[src/rtl/fifo_write_ctrl.sv]
// fifo_write_ctrl: write-clock-domain half of an async FIFO.
// Holds the binary and Gray write pointers, drives the RAM write port and
// produces registered full, almost-full, fill level and sticky overflow.
// Optional feature macro: FIFO_WR_OVF_CNT_EN builds a 16-bit saturating
// dropped-write counter on w_ovf_cnt_o. Without it w_ovf_cnt_o is tied to 0.
//
// Handshake: w_inc_i is a write request and w_en_o is its acceptance. A write
// happens on a rising edge where w_inc_i=1 and w_full_o=0, which is exactly
// when w_en_o=1. A request while full is dropped and flagged as overflow.
module fifo_write_ctrl #(
  parameter int ADDR_WIDTH   = 3,
  parameter int PTR_WIDTH    = 4,
  parameter int AFULL_THRESH = 6
) (
  input  logic                  w_clk_i,
  input  logic                  w_rst_i,
  input  logic                  w_inc_i,
  input  logic                  w_ovf_clr_i,
  input  logic [PTR_WIDTH-1:0]  w_r_ptr_i,
  output logic [PTR_WIDTH-1:0]  w_ptr_o,
  output logic [ADDR_WIDTH-1:0] w_addr_o,
  output logic                  w_en_o,
  output logic                  w_full_o,
  output logic                  w_afull_o,
  output logic [PTR_WIDTH-1:0]  w_level_o,
  output logic                  w_ovf_o,
  output logic [15:0]           w_ovf_cnt_o
);

  // One extra bit so a threshold equal to the depth still fits.
  localparam logic [PTR_WIDTH:0] AFULL_TH = AFULL_THRESH[PTR_WIDTH:0];

  logic [PTR_WIDTH-1:0] bin_q, bin_d;
  logic [PTR_WIDTH-1:0] gray_q, gray_d;
  logic [PTR_WIDTH-1:0] level_q, level_d;
  logic [PTR_WIDTH-1:0] rbin;
  logic                 full_q, full_d;
  logic                 afull_q, afull_d;
  logic                 ovf_q, ovf_d;
  logic                 accept;
  logic                 drop;

  assign accept = w_inc_i & ~full_q;
  assign drop   = w_inc_i & full_q;

  // Gray-to-binary of the synchronized read pointer: each bit is the XOR of
  // itself and every more significant Gray bit.
  always_comb begin
    rbin = '0;
    for (int i = 0; i < PTR_WIDTH; i++) begin
      rbin[i] = ^(w_r_ptr_i >> i);
    end
  end

  // Next pointers, flags and level, all derived from the post-write pointer so
  // full takes effect on the very edge that fills the FIFO.
  always_comb begin
    bin_d   = bin_q + {{(PTR_WIDTH-1){1'b0}}, accept};
    gray_d  = bin_d ^ (bin_d >> 1);
    full_d  = (gray_d == {~w_r_ptr_i[PTR_WIDTH-1 -: 2], w_r_ptr_i[PTR_WIDTH-3:0]});
    level_d = bin_d - rbin;
    afull_d = ({1'b0, level_d} >= AFULL_TH);
    ovf_d   = drop | (ovf_q & ~w_ovf_clr_i);
  end

  // Pointer, status and sticky overflow registers.
  always_ff @(posedge w_clk_i) begin
    if (!w_rst_i) begin
      bin_q   <= '0;
      gray_q  <= '0;
      level_q <= '0;
      full_q  <= 1'b0;
      afull_q <= 1'b0;
      ovf_q   <= 1'b0;
    end else begin
      bin_q   <= bin_d;
      gray_q  <= gray_d;
      level_q <= level_d;
      full_q  <= full_d;
      afull_q <= afull_d;
      ovf_q   <= ovf_d;
    end
  end

`ifdef FIFO_WR_OVF_CNT_EN
  logic [15:0] ovf_cnt_q, ovf_cnt_d;

  // Dropped-write counter: a drop outranks a clear, so clear+drop loads 1.
  always_comb begin
    ovf_cnt_d = ovf_cnt_q;
    if (drop) begin
      if (w_ovf_clr_i) begin
        ovf_cnt_d = 16'd1;
      end else if (ovf_cnt_q != 16'hFFFF) begin
        ovf_cnt_d = ovf_cnt_q + 16'd1;
      end
    end else if (w_ovf_clr_i) begin
      ovf_cnt_d = 16'd0;
    end
  end

  // Counter register.
  always_ff @(posedge w_clk_i) begin
    if (!w_rst_i) begin
      ovf_cnt_q <= 16'd0;
    end else begin
      ovf_cnt_q <= ovf_cnt_d;
    end
  end

  assign w_ovf_cnt_o = ovf_cnt_q;
`else
  assign w_ovf_cnt_o = 16'h0000;
`endif

  assign w_en_o    = accept;
  assign w_addr_o  = bin_q[ADDR_WIDTH-1:0];
  assign w_ptr_o   = gray_q;
  assign w_full_o  = full_q;
  assign w_afull_o = afull_q;
  assign w_level_o = level_q;
  assign w_ovf_o   = ovf_q;

endmodule

[config.mk]
export PLATFORM = sky130hd
export DESIGN_NAME = fifo_write_ctrl
export DESIGN_NICKNAME = d
export VERILOG_FILES = /design/src/rtl/fifo_write_ctrl.sv
export SDC_FILE = /design/constraint.sdc
export NUM_CORES = 1
export LEC_CHECK = 0
export CAP_MARGIN = 20
export CELL_PAD_IN_SITES_DETAIL_PLACEMENT = 0
export CELL_PAD_IN_SITES_GLOBAL_PLACEMENT = 1
export CORE_AREA = 2 2 49 62
export CTS_CLUSTER_DIAMETER = 60
export DETAILED_ROUTE_END_ITERATION = 7
export DIE_AREA = 0 0 51 64
export GPL_ROUTABILITY_DRIVEN = 0
export PLACE_DENSITY = 0.8
export SLEW_MARGIN = 20
export SYNTH_ARGS = -nofsm -noshare
export SYNTH_HDL_FRONTEND = slang
export SYNTH_SLANG_ARGS = --single-unit
[constraint.sdc]
create_clock -name w_clk_i -period 4.1 [get_ports w_clk_i]
set_clock_uncertainty 0.15 [all_clocks]
set_input_delay 0.82 -clock w_clk_i [delete_from_list [all_inputs] [get_ports w_clk_i]]
set_output_delay 0.82 -clock w_clk_i [all_outputs]
set_load 0.05 [all_outputs]
# ---- Word-level counts from Yosys, hierarchy flattened
# Cells that the tools add are included.
dict set report classes {
  n_addsub 2
  order_cmp 1
  n_eq_ne 1
  bitwise 8
  reduce_logical 4
}
# op count
set op_table {}
lappend op_table {{parity 4 bit} 4}
lappend op_table {{adder 4 x 1 -> 4 bit} 1}
lappend op_table {{== test 4 bit} 1}
lappend op_table {{greater-or-equal comparator 4 x 3 -> 1 bit (second input constant)} 1}
lappend op_table {{subtractor 4 bit} 1}
lappend op_table {{XOR 4 x 3 -> 4 bit} 1}
lappend op_table {{bitwise AND 1 bit} 3}
lappend op_table {{NOT 1 bit} 2}
lappend op_table {{NOT 2 bit} 1}
lappend op_table {{OR 1 bit} 1}
dict set report word_totals {
  reg_bits 15
  in_bits 8
  out_inout_bits 31
  wordCells 22
}

# ---- Longest topological paths before layout
dict set report depth {
  depth_word 5
  mapped_depth 9
}

# ---- Worst setup path before layout
# No wires, ideal clock.
dict set report synth_timing {
  kind {input-to-reg}
  start {in w_inc_i}
  end {reg afull_q, in the netlist w_afull_o}
  arrival_ns 3.131
  setup_slack_ns 0.695
  path_stages 9
  path_buffers 0
  path_cell_list {nor2b_1 ha_1 ha_1 xor2_2 ha_1 a21oi_1 o21ai_0 xnor3_1 o22ai_1}
}
dict set report synth_between {
  elab_chain_len 4
}
# item line_no
set synth_lines {}
lappend synth_lines {{from (decl)} 17} ;# input logic w_inc_i,
lappend synth_lines {{bitwise AND 1 bit} 43} ;# assign accept = w_inc_i & ~full_q;
lappend synth_lines {{adder 4 x 1 -> 4 bit} 58} ;# bin_d = bin_q + {{(PTR_WIDTH-1){1'b0}}, accept};
lappend synth_lines {{net bin_d[2]} 33} ;# logic [PTR_WIDTH-1:0] bin_q, bin_d;
lappend synth_lines {{subtractor 4 bit} 61} ;# level_d = bin_d - rbin;
lappend synth_lines {{greater-or-equal comparator 4 x 3 -> 1 bit} 62} ;# afull_d = ({1'b0, level_d} >= AFULL_TH);
lappend synth_lines {{to (signal assigned)} 80} ;# afull_q <= afull_d;
lappend synth_lines {{to (decl)} 38} ;# logic afull_q, afull_d;
# The timed path passes the listed nets, and every way through them passes these cells.
# A chain may end at the register's enable or synchronous reset.

# ---- Worst setup path after layout
dict set report layout_timing {
  start {in w_inc_i}
  end {out w_en_o}
}
dict set report layout_between {
  elab_chain_len 1
}
# item line_no
set layout_lines {}
lappend layout_lines {{bitwise AND 1 bit} 43}
lappend layout_lines {{to (decl)} 22} ;# output logic w_en_o,
# No other way between the ends.

==> results.json <==
{
  "worstHoldPathCells": 2,
  "cts_sinks": 14,
  "relSlewSlack_pct": 66.6,
  "clock_path_buffers": 2,
  "hold_viol_final": 0,
  "start_util_pct": 29.3,
  "grt_max_degree": 11,
  "grt_pass1_vias": 515,
  "layout_min_cycle_time_ns": 3.31,
  "crit_arrival_ns": 2.34,
  "worst_pin_slew_ns": 0.500,
  "drt_iter0_drc": 2,
  "crit_family": "buffers and inverters",
  "drt.antenna.violating_nets": 0,
  "first_pass_iters": 2,
  "die_y_um": 64,
  "cts_buffers": 3,
  "synthCells": 79,
  "dp_hpwl_mm": 1.07,
  "cellLeakagePower_nw": 0.443,
  "cts_htree_levels": 1,
  "post-cts-setup-buffers": 0,
  "vias": 534,
  "drive_gt1_share_pct": 7.77,
  "fmax_mhz": 302,
  "tns_ns": 0,
  "hold_path.class": "reg -> reg",
  "fin_crit_sh_pct": 80.8,
  "yosysWarnings": 0,
  "utilization_pct": 37.6,
  "post_synth.cell_area_avg_um2": 9.84,
  "end_kind": "output port",
  "cp_num_buf_inv": 2,
  "core_area_um2": 2650,
  "root_buffer": "clkbuf_4",
  "status": "finished clean",
  "syn_area_um2": 777,
  "ys_seq_elements": 14,
  "rsz0062_at_grt": "no",
  "slew_viol_final": 0,
  "drt-total-wl_mm": 1.26,
  "nets": 119,
  "drc_errors": 0,
  "clkTransAtPathRegs_ns": 0.07,
  "grt.overflow.total": 0,
  "clkLatencyLatePin_ns": 0.27,
  "cp_slowest_cell": "clkdlybuf4s50_1",
  "critical_path_class": "in -> out",
  "grt_first_pass_wirelength_mm": 2.05,
  "cts_hold_buf": 0,
  "synth_cell_type_count": 24,
  "ir_worst_vdd_mv": 0.152,
  "antenna_found_initial": 0,
  "cp-start-kind": "primary input",
  "cts_resized": 0,
  "setup_viol": 0,
  "die-area_um2": 3260,
  "path_common_cell": "clkdlybuf4s50_1",
  "slowest_delay_ns": 0.83,
  "wl_per_cell_um": 9.23,
  "powerDensity_nw_per_um2": 464,
  "via_per_inst": 3.90,
  "syn2layout_area_growth_pct": 28.5,
  "required_ns": 3.13,
  "synth-seq-area-share_pct": 36.1,
  "cts_tree": "done",
  "track_usage_pct": 8.55,
  "ios": 39,
  "path_cells": "clkdlybuf4s50_1 -> nor2b_1 -> clkdlybuf4s50_1",
  "insertedDiodeCount": 0,
  "row_count": 21,
  "critPathMaxFanout": 2,
  "drv_cap": 0,
  "crit_cells": 3,
  "worst-r2r-cell-count": 9,
  "port_buffers": 22,
  "die_w_um": 51
}
## worst reg2reg max path: cells and delay by family (launching register included)
family,cells,cell delay (ns)
XOR/XNOR,2,0.56
flip-flops,1,0.33
AO/OA/AOI/OAI,3,0.32
adder cells (fa/ha/maj),3,0.75
AND/OR/NAND/NOR,1,0.19
## placed cells by master, fill, tap and decap left out, types with 4 or more instances in the layout
master and n:
ha_1 5, xor2_1 5, clkdlybuf4s50_1 22, conb_1 16, xnor2_1 4, nand2_1 4
nor2_1 6, inv_1 4, dfxtp_1 14
## worst paths after layout
path | from | endpoint | slack (ns)
hold reg to reg | w_ovf_o | w_ovf_o | 0.32
setup / recovery | w_inc_i | w_en_o | 0.79
hold / removal | w_ovf_o | w_ovf_o | 0.32
setup reg to reg | w_full_o | w_afull_o | 1.70
## final cells by class
class	instances	area, um^2
inverter	5	18.8
multi-input combinational	59	414
sequential	14	280
clock buffer	3	22.5
fill	268	1660
timing repair buffer	22	220
tap	34	42.5
## state kept, by name (all words and copies together) (netlist names)
name       cells
bin_q          4
w_afull_o      1
w_full_o       1
w_level_o      4
w_ovf_o        1
w_ptr_o        3
## cells in the mapped netlist
library cell   n  share of area (%)
a2111oi_2      1                1.9
a21oi_1        3                1.9
and2_1         3                2.4
buf_4         16                 15
clkinv_1       1               0.48
conb_1         1               0.48
dfxtp_1       14                 36
fa_1           1                2.6
ha_1           5                8.1
inv_1          4                1.9
nand2_1        4                1.9
nand2b_1       1               0.81
nand3_1        1               0.64
nand3_2        1                1.3
nor2_1         6                2.9
nor2b_1        1               0.81
o21ai_0        1               0.64
o22ai_1        1               0.81
or2_2          1               0.81
or3_1          1               0.81
xnor2_1        4                4.5
xnor3_1        1                2.9
xor2_1         5                5.6
xor2_2         2                4.2
## kinds of logic after synthesis
logic type	after synthesis	share of synthesized area (%)
adder cells (fa/ha/maj)	6	10.6
XOR/XNOR	12	17.2
buffers and inverters	21	17.9
flip-flops	14	36.1
other	1	0.483
AO/OA/AOI/OAI	6	5.31
AND/OR/NAND/NOR	19	12.4
## power breakdown
part / leakage [nW] / switching (mW) / total, mW / internal (mW)
Sequential: 0.115 / 0.00638 / 0.163 / 0.156
Combinational: 0.314 / 0.156 / 0.229 / 0.0731
Clock: 0.0138 / 0.0376 / 0.0715 / 0.0339
## routing by layer
layer | wire (um) | up-vias | track usage (%) | part of all wire [%]
met2 | 664 | 25 | 15.6 | 53
met1 | 460 | 240 | 8.28 | 36
met3 | 115 | 2 | 1.64 | 9.1
met4 | 24 | 0 | 6.08 | 1.9
met5 | 0 | - | 0 | 0
li1 | - | 267 | - | -
## per-stage QoR
| step | area, um^2 | hold WS [ns] | setup WS [ns] | power [mW] | std cells |
|---|---|---|---|---|---|
| global placement | 976 | 0.309 | 0.671 | 0.396 | 134 |
| floorplan | 833 | 0.531 | 0.695 | 0.346 | 94 |
| finish | 998 | 0.322 | 0.786 | 0.463 | 137 |
| CTS | 998 | 0.322 | 0.752 | 0.468 | 137 |
| detailed placement | 976 | 0.310 | 0.645 | 0.398 | 134 |
| global route | 998 | 0.353 | 0.721 | 0.489 | 137 |
No activity file was read; power rests on OpenSTA's default activity.
